==> src/rtl/spi_ep_slave.sv <==
// SPI responder front-end (CPOL=1, CPHA=1, MSB first) terminated in the clk domain.
// Synchronizes the SPI pins, tracks the endpoint select, deserializes received
// bytes and serializes transmit bytes, exposing a byte-level valid/ack stream.
module spi_ep_slave #(
  parameter logic [7:0] IDLE_BYTE = 8'h00
) (
  input  logic       clk,
  input  logic       reset,
  input  logic       spi_sclk,
  input  logic       spi_mosi,
  input  logic [7:0] spi_csel,
  output logic       spi_miso,
  output logic [7:0] ep_sel,
  output logic       ep_start,
  output logic       ep_stop,
  output logic       rx_valid,
  output logic [7:0] rx_data,
  output logic [7:0] byte_idx,
  input  logic [7:0] tx_data,
  input  logic       tx_valid,
  output logic       tx_ack
);

  typedef enum logic [1:0] {
    ST_IDLE  = 2'd0,
    ST_LOAD  = 2'd1,
    ST_SHIFT = 2'd2
  } state_t;

  logic       sclk_s1_r;
  logic       sclk_s2_r;
  logic       sclk_s3_r;
  logic       mosi_s1_r;
  logic       mosi_s2_r;
  logic [7:0] csel_s1_r;
  logic [7:0] csel_s2_r;

  state_t     state_r;
  logic [2:0] bit_cnt_r;
  logic [7:0] tx_shift_r;
  logic [7:0] rx_shift_r;

  logic       sclk_fall_s;
  logic       sclk_rise_s;
  logic       sel_change_s;
  logic [7:0] rx_next_s;

  // Two-flop synchronizers; sclk gets a third stage for edge detection.
  // sclk resets high so the idle level never looks like a falling edge.
  always_ff @(posedge clk or posedge reset) begin
    if (reset) begin
      sclk_s1_r <= 1'b1;
      sclk_s2_r <= 1'b1;
      sclk_s3_r <= 1'b1;
      mosi_s1_r <= 1'b0;
      mosi_s2_r <= 1'b0;
      csel_s1_r <= 8'h00;
      csel_s2_r <= 8'h00;
    end else begin
      sclk_s1_r <= spi_sclk;
      sclk_s2_r <= sclk_s1_r;
      sclk_s3_r <= sclk_s2_r;
      mosi_s1_r <= spi_mosi;
      mosi_s2_r <= mosi_s1_r;
      csel_s1_r <= spi_csel;
      csel_s2_r <= csel_s1_r;
    end
  end

  // Edge detect on synchronized sclk, select-change detect, next rx byte.
  always_comb begin
    sclk_fall_s  = sclk_s3_r & ~sclk_s2_r;
    sclk_rise_s  = ~sclk_s3_r & sclk_s2_r;
    sel_change_s = (csel_s2_r != ep_sel);
    rx_next_s    = {rx_shift_r[6:0], mosi_s2_r};
  end

  // Select tracking and byte FSM; a select change overrides any bit activity
  // and throws away a partially received byte.
  always_ff @(posedge clk or posedge reset) begin
    if (reset) begin
      state_r    <= ST_IDLE;
      bit_cnt_r  <= 3'd0;
      tx_shift_r <= 8'h00;
      rx_shift_r <= 8'h00;
      spi_miso   <= 1'b0;
      ep_sel     <= 8'h00;
      ep_start   <= 1'b0;
      ep_stop    <= 1'b0;
      rx_valid   <= 1'b0;
      rx_data    <= 8'h00;
      byte_idx   <= 8'h00;
      tx_ack     <= 1'b0;
    end else begin
      ep_start <= 1'b0;
      ep_stop  <= 1'b0;
      rx_valid <= 1'b0;
      tx_ack   <= 1'b0;
      if (sel_change_s) begin
        ep_sel     <= csel_s2_r;
        ep_start   <= (csel_s2_r != 8'h00);
        ep_stop    <= (ep_sel != 8'h00);
        bit_cnt_r  <= 3'd0;
        byte_idx   <= 8'h00;
        rx_shift_r <= 8'h00;
        if (csel_s2_r == 8'h00) begin
          state_r  <= ST_IDLE;
          spi_miso <= 1'b0;
        end else begin
          state_r  <= ST_LOAD;
        end
      end else begin
        case (state_r)
          ST_IDLE: begin
            spi_miso <= 1'b0;
          end
          ST_LOAD: begin
            // A rise before the byte's first fall is ignored here.
            if (sclk_fall_s) begin
              if (tx_valid) begin
                tx_shift_r <= tx_data;
                spi_miso   <= tx_data[7];
                tx_ack     <= 1'b1;
              end else begin
                tx_shift_r <= IDLE_BYTE;
                spi_miso   <= IDLE_BYTE[7];
              end
              state_r <= ST_SHIFT;
            end
          end
          ST_SHIFT: begin
            if (sclk_fall_s) begin
              spi_miso   <= tx_shift_r[6];
              tx_shift_r <= {tx_shift_r[6:0], 1'b0};
            end else if (sclk_rise_s) begin
              rx_shift_r <= rx_next_s;
              bit_cnt_r  <= bit_cnt_r + 3'd1;
              if (bit_cnt_r == 3'd7) begin
                rx_valid <= 1'b1;
                rx_data  <= rx_next_s;
                if (byte_idx != 8'hFF) begin
                  byte_idx <= byte_idx + 8'd1;
                end
                state_r <= ST_LOAD;
              end
            end
          end
          default: begin
            state_r  <= ST_IDLE;
            spi_miso <= 1'b0;
          end
        endcase
      end
    end
  end

endmodule

==> config.mk <==
export PLATFORM = sky130hd
export DESIGN_NAME = spi_ep_slave
export DESIGN_NICKNAME = d
export VERILOG_FILES = /design/src/rtl/spi_ep_slave.sv
export SDC_FILE = /design/constraint.sdc
export NUM_CORES = 1
export LEC_CHECK = 0
export CORE_MARGIN = 2
export CORE_UTILIZATION = 58
export CTS_BUF_LIST = sky130_fd_sc_hd__clkbuf_8
export DETAILED_ROUTE_END_ITERATION = 12
export GPL_ROUTABILITY_DRIVEN = 0
export PLACE_DENSITY = 0.87
export RECOVER_POWER = 100
export SETUP_SLACK_MARGIN = 0.05
export SLEW_MARGIN = 20
export SYNTH_ARGS = -nofsm -noshare
export SYNTH_HDL_FRONTEND = slang
export SYNTH_SLANG_ARGS = --single-unit
==> constraint.sdc <==
create_clock -name clk -period 8.1 [get_ports clk]
set_clock_uncertainty 0.2 [all_clocks]
set_input_delay 2.43 -clock clk [delete_from_list [all_inputs] [get_ports clk]]
set_output_delay 2.43 -clock clk [all_outputs]
set_load 0.02 [all_outputs]
# ---- Yosys cells after proc, flatten, opt, wreduce, memory -nomap -nowiden
# Cells that the tools add are included.
dict set report totals {
  reg_bits 69
  latch_bits 0
  ramBits 0
  mem_bits_ro 0
  inputBits 21
  out_inout_bits 29
  wordCells 99
  mem_count 0
}
dict set report classes {
  n_addsub 2
  mul 0
  n_div 0
  n_lt_le_gt_ge 0
  n_eq_ne 15
  shifts 0
  muxes 42
  bitwise_logic 6
  reduce_logical 15
}
# cell n
set op_table {}
lappend op_table {{two-way mux 7 bit} 7}
lappend op_table {{two-way mux 8 bit} 6}
lappend op_table {{two-way mux 1 bit} 17}
lappend op_table {{nonzero test 8 bit} 2}
lappend op_table {{inequality test 3 bit (second input constant)} 5}
lappend op_table {{AND reduction 5 bit} 3}
lappend op_table {{case mux 7 bit (2 select lines)} 1}
lappend op_table {{two-way mux 3 bit} 4}
lappend op_table {{two-way mux 2 bit} 5}
lappend op_table {{nonzero test 2 bit} 5}
lappend op_table {{adder 8 x 1 -> 8 bit (second input constant)} 1}
lappend op_table {{logical NOT 8 bit} 1}
lappend op_table {{inequality test 8 bit} 1}
lappend op_table {{inequality test 8 bit (second input constant)} 1}
lappend op_table {{inequality test 2 bit (second input constant)} 3}
lappend op_table {{case mux 2 bit (3 select lines)} 1}
lappend op_table {{AND reduction 3 bit} 2}
lappend op_table {{inequality test 2 x 1 -> 1 bit (second input constant)} 2}
lappend op_table {{inverter 1 bit} 4}
lappend op_table {{AND reduction 4 bit} 1}
lappend op_table {{adder 3 x 1 -> 3 bit (second input constant)} 1}
lappend op_table {{== test 3 bit (second input constant)} 1}
lappend op_table {{bitwise AND 1 bit} 2}
lappend op_table {{== test 2 x 1 -> 1 bit (second input constant)} 1}
lappend op_table {{other kinds (3)} 3}

# ---- Logic depth before layout (Yosys ltp)
dict set report logic_depth {
  ltp_word 7
  depth_mapped 7
}

# ---- Worst setup path after synthesis
# No wires, ideal clock.
dict set report synth_path {
  path_type {input -> register}
  from {in tx_data[7]}
  to {reg spi_miso}
  t_arrival_ns 3.165
  required_ns 7.836
  path_slack_ns 4.671
  path_stages 4
  n_path_buf 0
  path_cell_list {a32oi_1 > or3b_2 > a21oi_1 > a21o_1}
}
dict set report synth_via {
  elab_chain_len 4
}
# element line
set synth_lines {}
lappend synth_lines {{start: declaration} 19} ;# input logic [7:0] tx_data,
lappend synth_lines {{two-way mux 1 bit} 120} ;# if (tx_valid) begin
lappend synth_lines {{two-way mux 1 bit} 119} ;# if (sclk_fall_s) begin
lappend synth_lines {{case mux 1 bit (2 select lines)} 113} ;# case (state_r)
lappend synth_lines {{two-way mux 1 bit} 99} ;# if (sel_change_s) begin
lappend synth_lines {{end signal: assignment} 122} ;# spi_miso <= tx_data[7];
lappend synth_lines {{end signal: assignment} 126} ;# spi_miso <= IDLE_BYTE[7];
lappend synth_lines {{end signal: assignment} 133} ;# spi_miso <= tx_shift_r[6];
lappend synth_lines {{end: declaration} 12} ;# output logic spi_miso,
# No other way between the ends. The select of a mux whose other input is x is not followed.
# A chain may end at the register's enable or synchronous reset.

# ---- Final worst setup path
dict set report layout_path {
  from {reg byte_idx[5]}
  to {out byte_idx[5]}
}
# element line
set layout_rtl {}
lappend layout_rtl {{start: declaration} 18} ;# output logic [7:0] byte_idx,
lappend layout_rtl {{start signal: assignment} 142} ;# byte_idx <= byte_idx + 8'd1;
# No word-level cell between the ends.

==> summary.txt <==
Setup path
  – Crit-path cells: dlygate4sd3_1
  – Arrival time worst endpoint: ~1.4 ns
  – WP data required: between 5 and 6 ns
  – Crit end category: output port
  – Crit path buffers/inverters: 1
  – CP delay by family, top: buffers and inverters
  – CP max FO: 6
  – CP startpoint kind: register
  – Critical path class: reg2out
  – Slowest stage cell on the critical path: dlygate4sd3_1
  – Crit path largest cell delay: around 0.69 ns

Die
  – Initial cell density of the core: 59.2%
  – I/O pins: 50
  – Cell Rows: 25
  – Chip height: 73.0 µm
  – Die area: ~5300 µm²
  – Core Region: around 4700 µm²
  – Die W: about 73 µm

STA
  – RSZ-0062 raised after global routing: false
  – Max Slew Vio Count: 0
  – Hold Vio Cnt, Final: 0
  – Setup TNS: 0 ns
  – Worst-margin pin slew: slightly above 0.8 ns
  – Slew HR: a little under half
  – F_max: between 0.2 and 0.25 GHz
  – Min Tclk post-route: about 4 ns
  – Final worst slack: roughly 4 ns
  – Final setup fails: 0
  – Fin crit share: 50.2%

Finish
  – Register area: between 1500 and 2000 µm²
  – Antenna fix cells: 0
  – Nets: ~290
  – Synth-to-Final Area Change: 24.5%
  – Fillers: around 320
  – Layout cell share with drive strength beyond 1: 10.6%
  – Area of the multi-input gates: 926 µm²

Synth
  – Syn Inst Count: roughly 210
  – Flops & latches, synth: between 60 and 70
  – Cell Area, Synth: ~2800 µm²
  – Net count after synthesis: between 200 and 250
  – Yosys cell types: 39
  – Register area share after synthesis: a little over three fifths
  – Synth Warn #: 0
  – Post-Syn Area per Cell: 13.1 µm²

Global routing
  – Largest net degree at the start of global routing: 70
  – GRT Util Overall: around a fifth
  – First-pass GRT wire length: roughly 7.7 mm
  – Initial antenna violation count: 0
  – Vias in the first global route: between 1500 and 2000
  – Remaining Overflow, GRT: 0

Routing
  – Vias: approximately 1700
  – Via density: between 5 and 6
  – Iter 0 DRT Violations: 51
  – DRC viols: 0
  – Wire length per cell: 14.8 µm
  – Drt total wl: between 4 and 5 mm
  – DRT Pass-1 Iters: 4
  – Detail Route Antenna Nets: 0

Clock tree
  – Clk pin slew, worst setup/hold paths: ~0.070 ns
  – CTS sink cnt: 69
  – CTS tree: yes
  – Clock Latency Late Sink: ~0.34 ns
  – Setup Buffers After CTS: 0
  – Post-CTS sizing: 0
  – Clk buf depth: 2
  – CTS root buf: clkbuf_8
  – H-tree lvl count: 3
  – TritonCTS Buffers: 9
  – Hold Buf Count CTS: 0

Pwr
  – Sw frac: 22.3%
  – Power share of the clock group: approximately 41%
  – Power Dens Cells: 195 nW/µm²
  – Logic gate share of total power: about 5.0%
  – Internal power: between 0.5 and 0.6 mW
  – Max IR drop VDD: ~220 µV
  – NetSw: 0.150 mW
  – Sequential Power Share: between 50 and 60%
  – P_leak: 1.61 nW

Placed design
  – Detailed placer's ending HPWL: 3.14 mm
  – Setup slack after placement: roughly 4.1 ns
  – I/O Buffers: 49

Status
  – Status: finished, final reports clean

Min path
  – HP Class: reg2reg

Flow run
  – MaxCap Viol Count: 0
## logic make-up after synthesis
| group | count (synthesis) | synth area share [%] |
|---|---|---|
| AO/OA/AOI/OAI | 25 | 6.17 |
| buffers and inverters | 16 | 2.45 |
| multiplexers | 25 | 10.5 |
| flip-flops | 69 | 62.7 |
| adder cells (fa/ha/maj) | 7 | 3.18 |
| AND/OR/NAND/NOR | 55 | 10.5 |
| XOR/XNOR | 14 | 4.45 |
## per-layer routing
layer  wire, µm  track usage, %
met5          0               0
met4         94            9.88
met1       2060            25.5
met3        254            7.87
met2       2310            30.2
## cells in the mapped netlist
master,instances,share of area (%)
a211oi_1,1,0.27
a21boi_0,2,0.54
a21o_1,1,0.27
a21oi_1,6,1.1
a22o_1,5,1.6
a31o_2,1,0.32
a32oi_1,1,0.32
and2_1,1,0.23
and4b_1,1,0.36
buf_1,1,0.14
buf_6,1,0.41
clkbuf_1,11,1.5
dfrtp_1,66,60
dfstp_2,3,2.9
ha_1,7,3.2
inv_1,3,0.41
mux2_2,8,3.3
mux2_4,6,3.3
mux2i_1,11,4.0
nand2_1,9,1.2
nand2_2,1,0.23
nand2b_1,1,0.23
nand3b_1,3,0.82
nand4_1,1,0.23
nand4b_1,1,0.32
nor2_1,21,2.9
nor2_2,1,0.23
nor2b_1,1,0.23
nor3_1,4,0.73
nor4_1,5,1.1
nor4_2,2,0.91
o2111ai_1,1,0.32
o21ai_0,5,0.91
o21bai_1,1,0.27
o31ai_1,1,0.27
or3_1,2,0.45
or3b_2,1,0.32
xnor2_1,4,1.3
xor2_1,10,3.2
## layout make-up
| class | count | area share, % |
|---|---|---|
| timing repair buffer | 50 | 14.5 |
| clock inverter | 6 | 1.86 |
| clock buffer | 10 | 4.01 |
| sequential | 69 | 50.4 |
| tap | 54 | 1.97 |
| inverter | 3 | 0.328 |
| multi-input combinational | 126 | 27.0 |
## cell usage in the layout, fill, tap and decap left out, types with 5 or more instances in the layout
cell type        count
a21oi_1              6
a22o_1               5
clkbuf_8            10
clkdlybuf4s50_1      8
dfrtp_1             66
dlygate4sd3_1       41
ha_1                 7
mux2_1               7
mux2_2               7
mux2i_1             11
nand2_1             10
nor2_1              22
nor4_1               6
o21ai_0              5
xor2_1              10
## stage by stage
stage,area (µm²),cells,total power [mW],util [%],hold WS (ns)
2_1_floorplan,2760,211,0.388,-,0.131
3_3_place_gp,3270,302,0.405,70.1,0.131
3_5_place_dp,3270,302,0.407,70.1,0.135
4_1_cts,3470,318,0.685,74.4,0.150
5_1_grt,3430,318,0.700,73.7,0.158
6_report,3430,318,0.671,73.7,0.149
## path summary, 6_finish.rpt
path | startpoint | end | slack, ns | depth (start not counted)
setup / recovery | byte_idx[5] | byte_idx[5] | 4.03 | 1
hold / removal | csel_s1_r[2] | csel_s2_r[2] | 0.15 | 0
setup reg to reg | ep_sel[7] | rx_data[2] | 5.01 | 5
hold reg to reg | csel_s1_r[2] | csel_s2_r[2] | 0.15 | 0
max in group asynchronous | reset | csel_s1_r[3] | 4.59 | 3
min in group asynchronous | reset | rx_shift_r[0] | 2.57 | 3
## sequential cells by signal, indices dropped and copies added, names as in the netlist, 2 cells and up
name	flops
rx_shift_r	7
csel_s1_r	8
bit_cnt_r	3
state_r	2
ep_sel	8
tx_shift_r	7
rx_data	8
csel_s2_r	8
byte_idx	8
## power by group through the flow
stage / registers (mW) / clock network, mW / logic (mW)
final: 0.362 / 0.276 / 0.0334
after global routing: 0.363 / 0.300 / 0.0369
after CTS: 0.362 / 0.284 / 0.0385
after detailed placement: 0.369 / 0 / 0.0382
after global placement: 0.368 / 0 / 0.0375
after floorplan: 0.370 / 0 / 0.0181
Power figures use the tool's default switching activity.
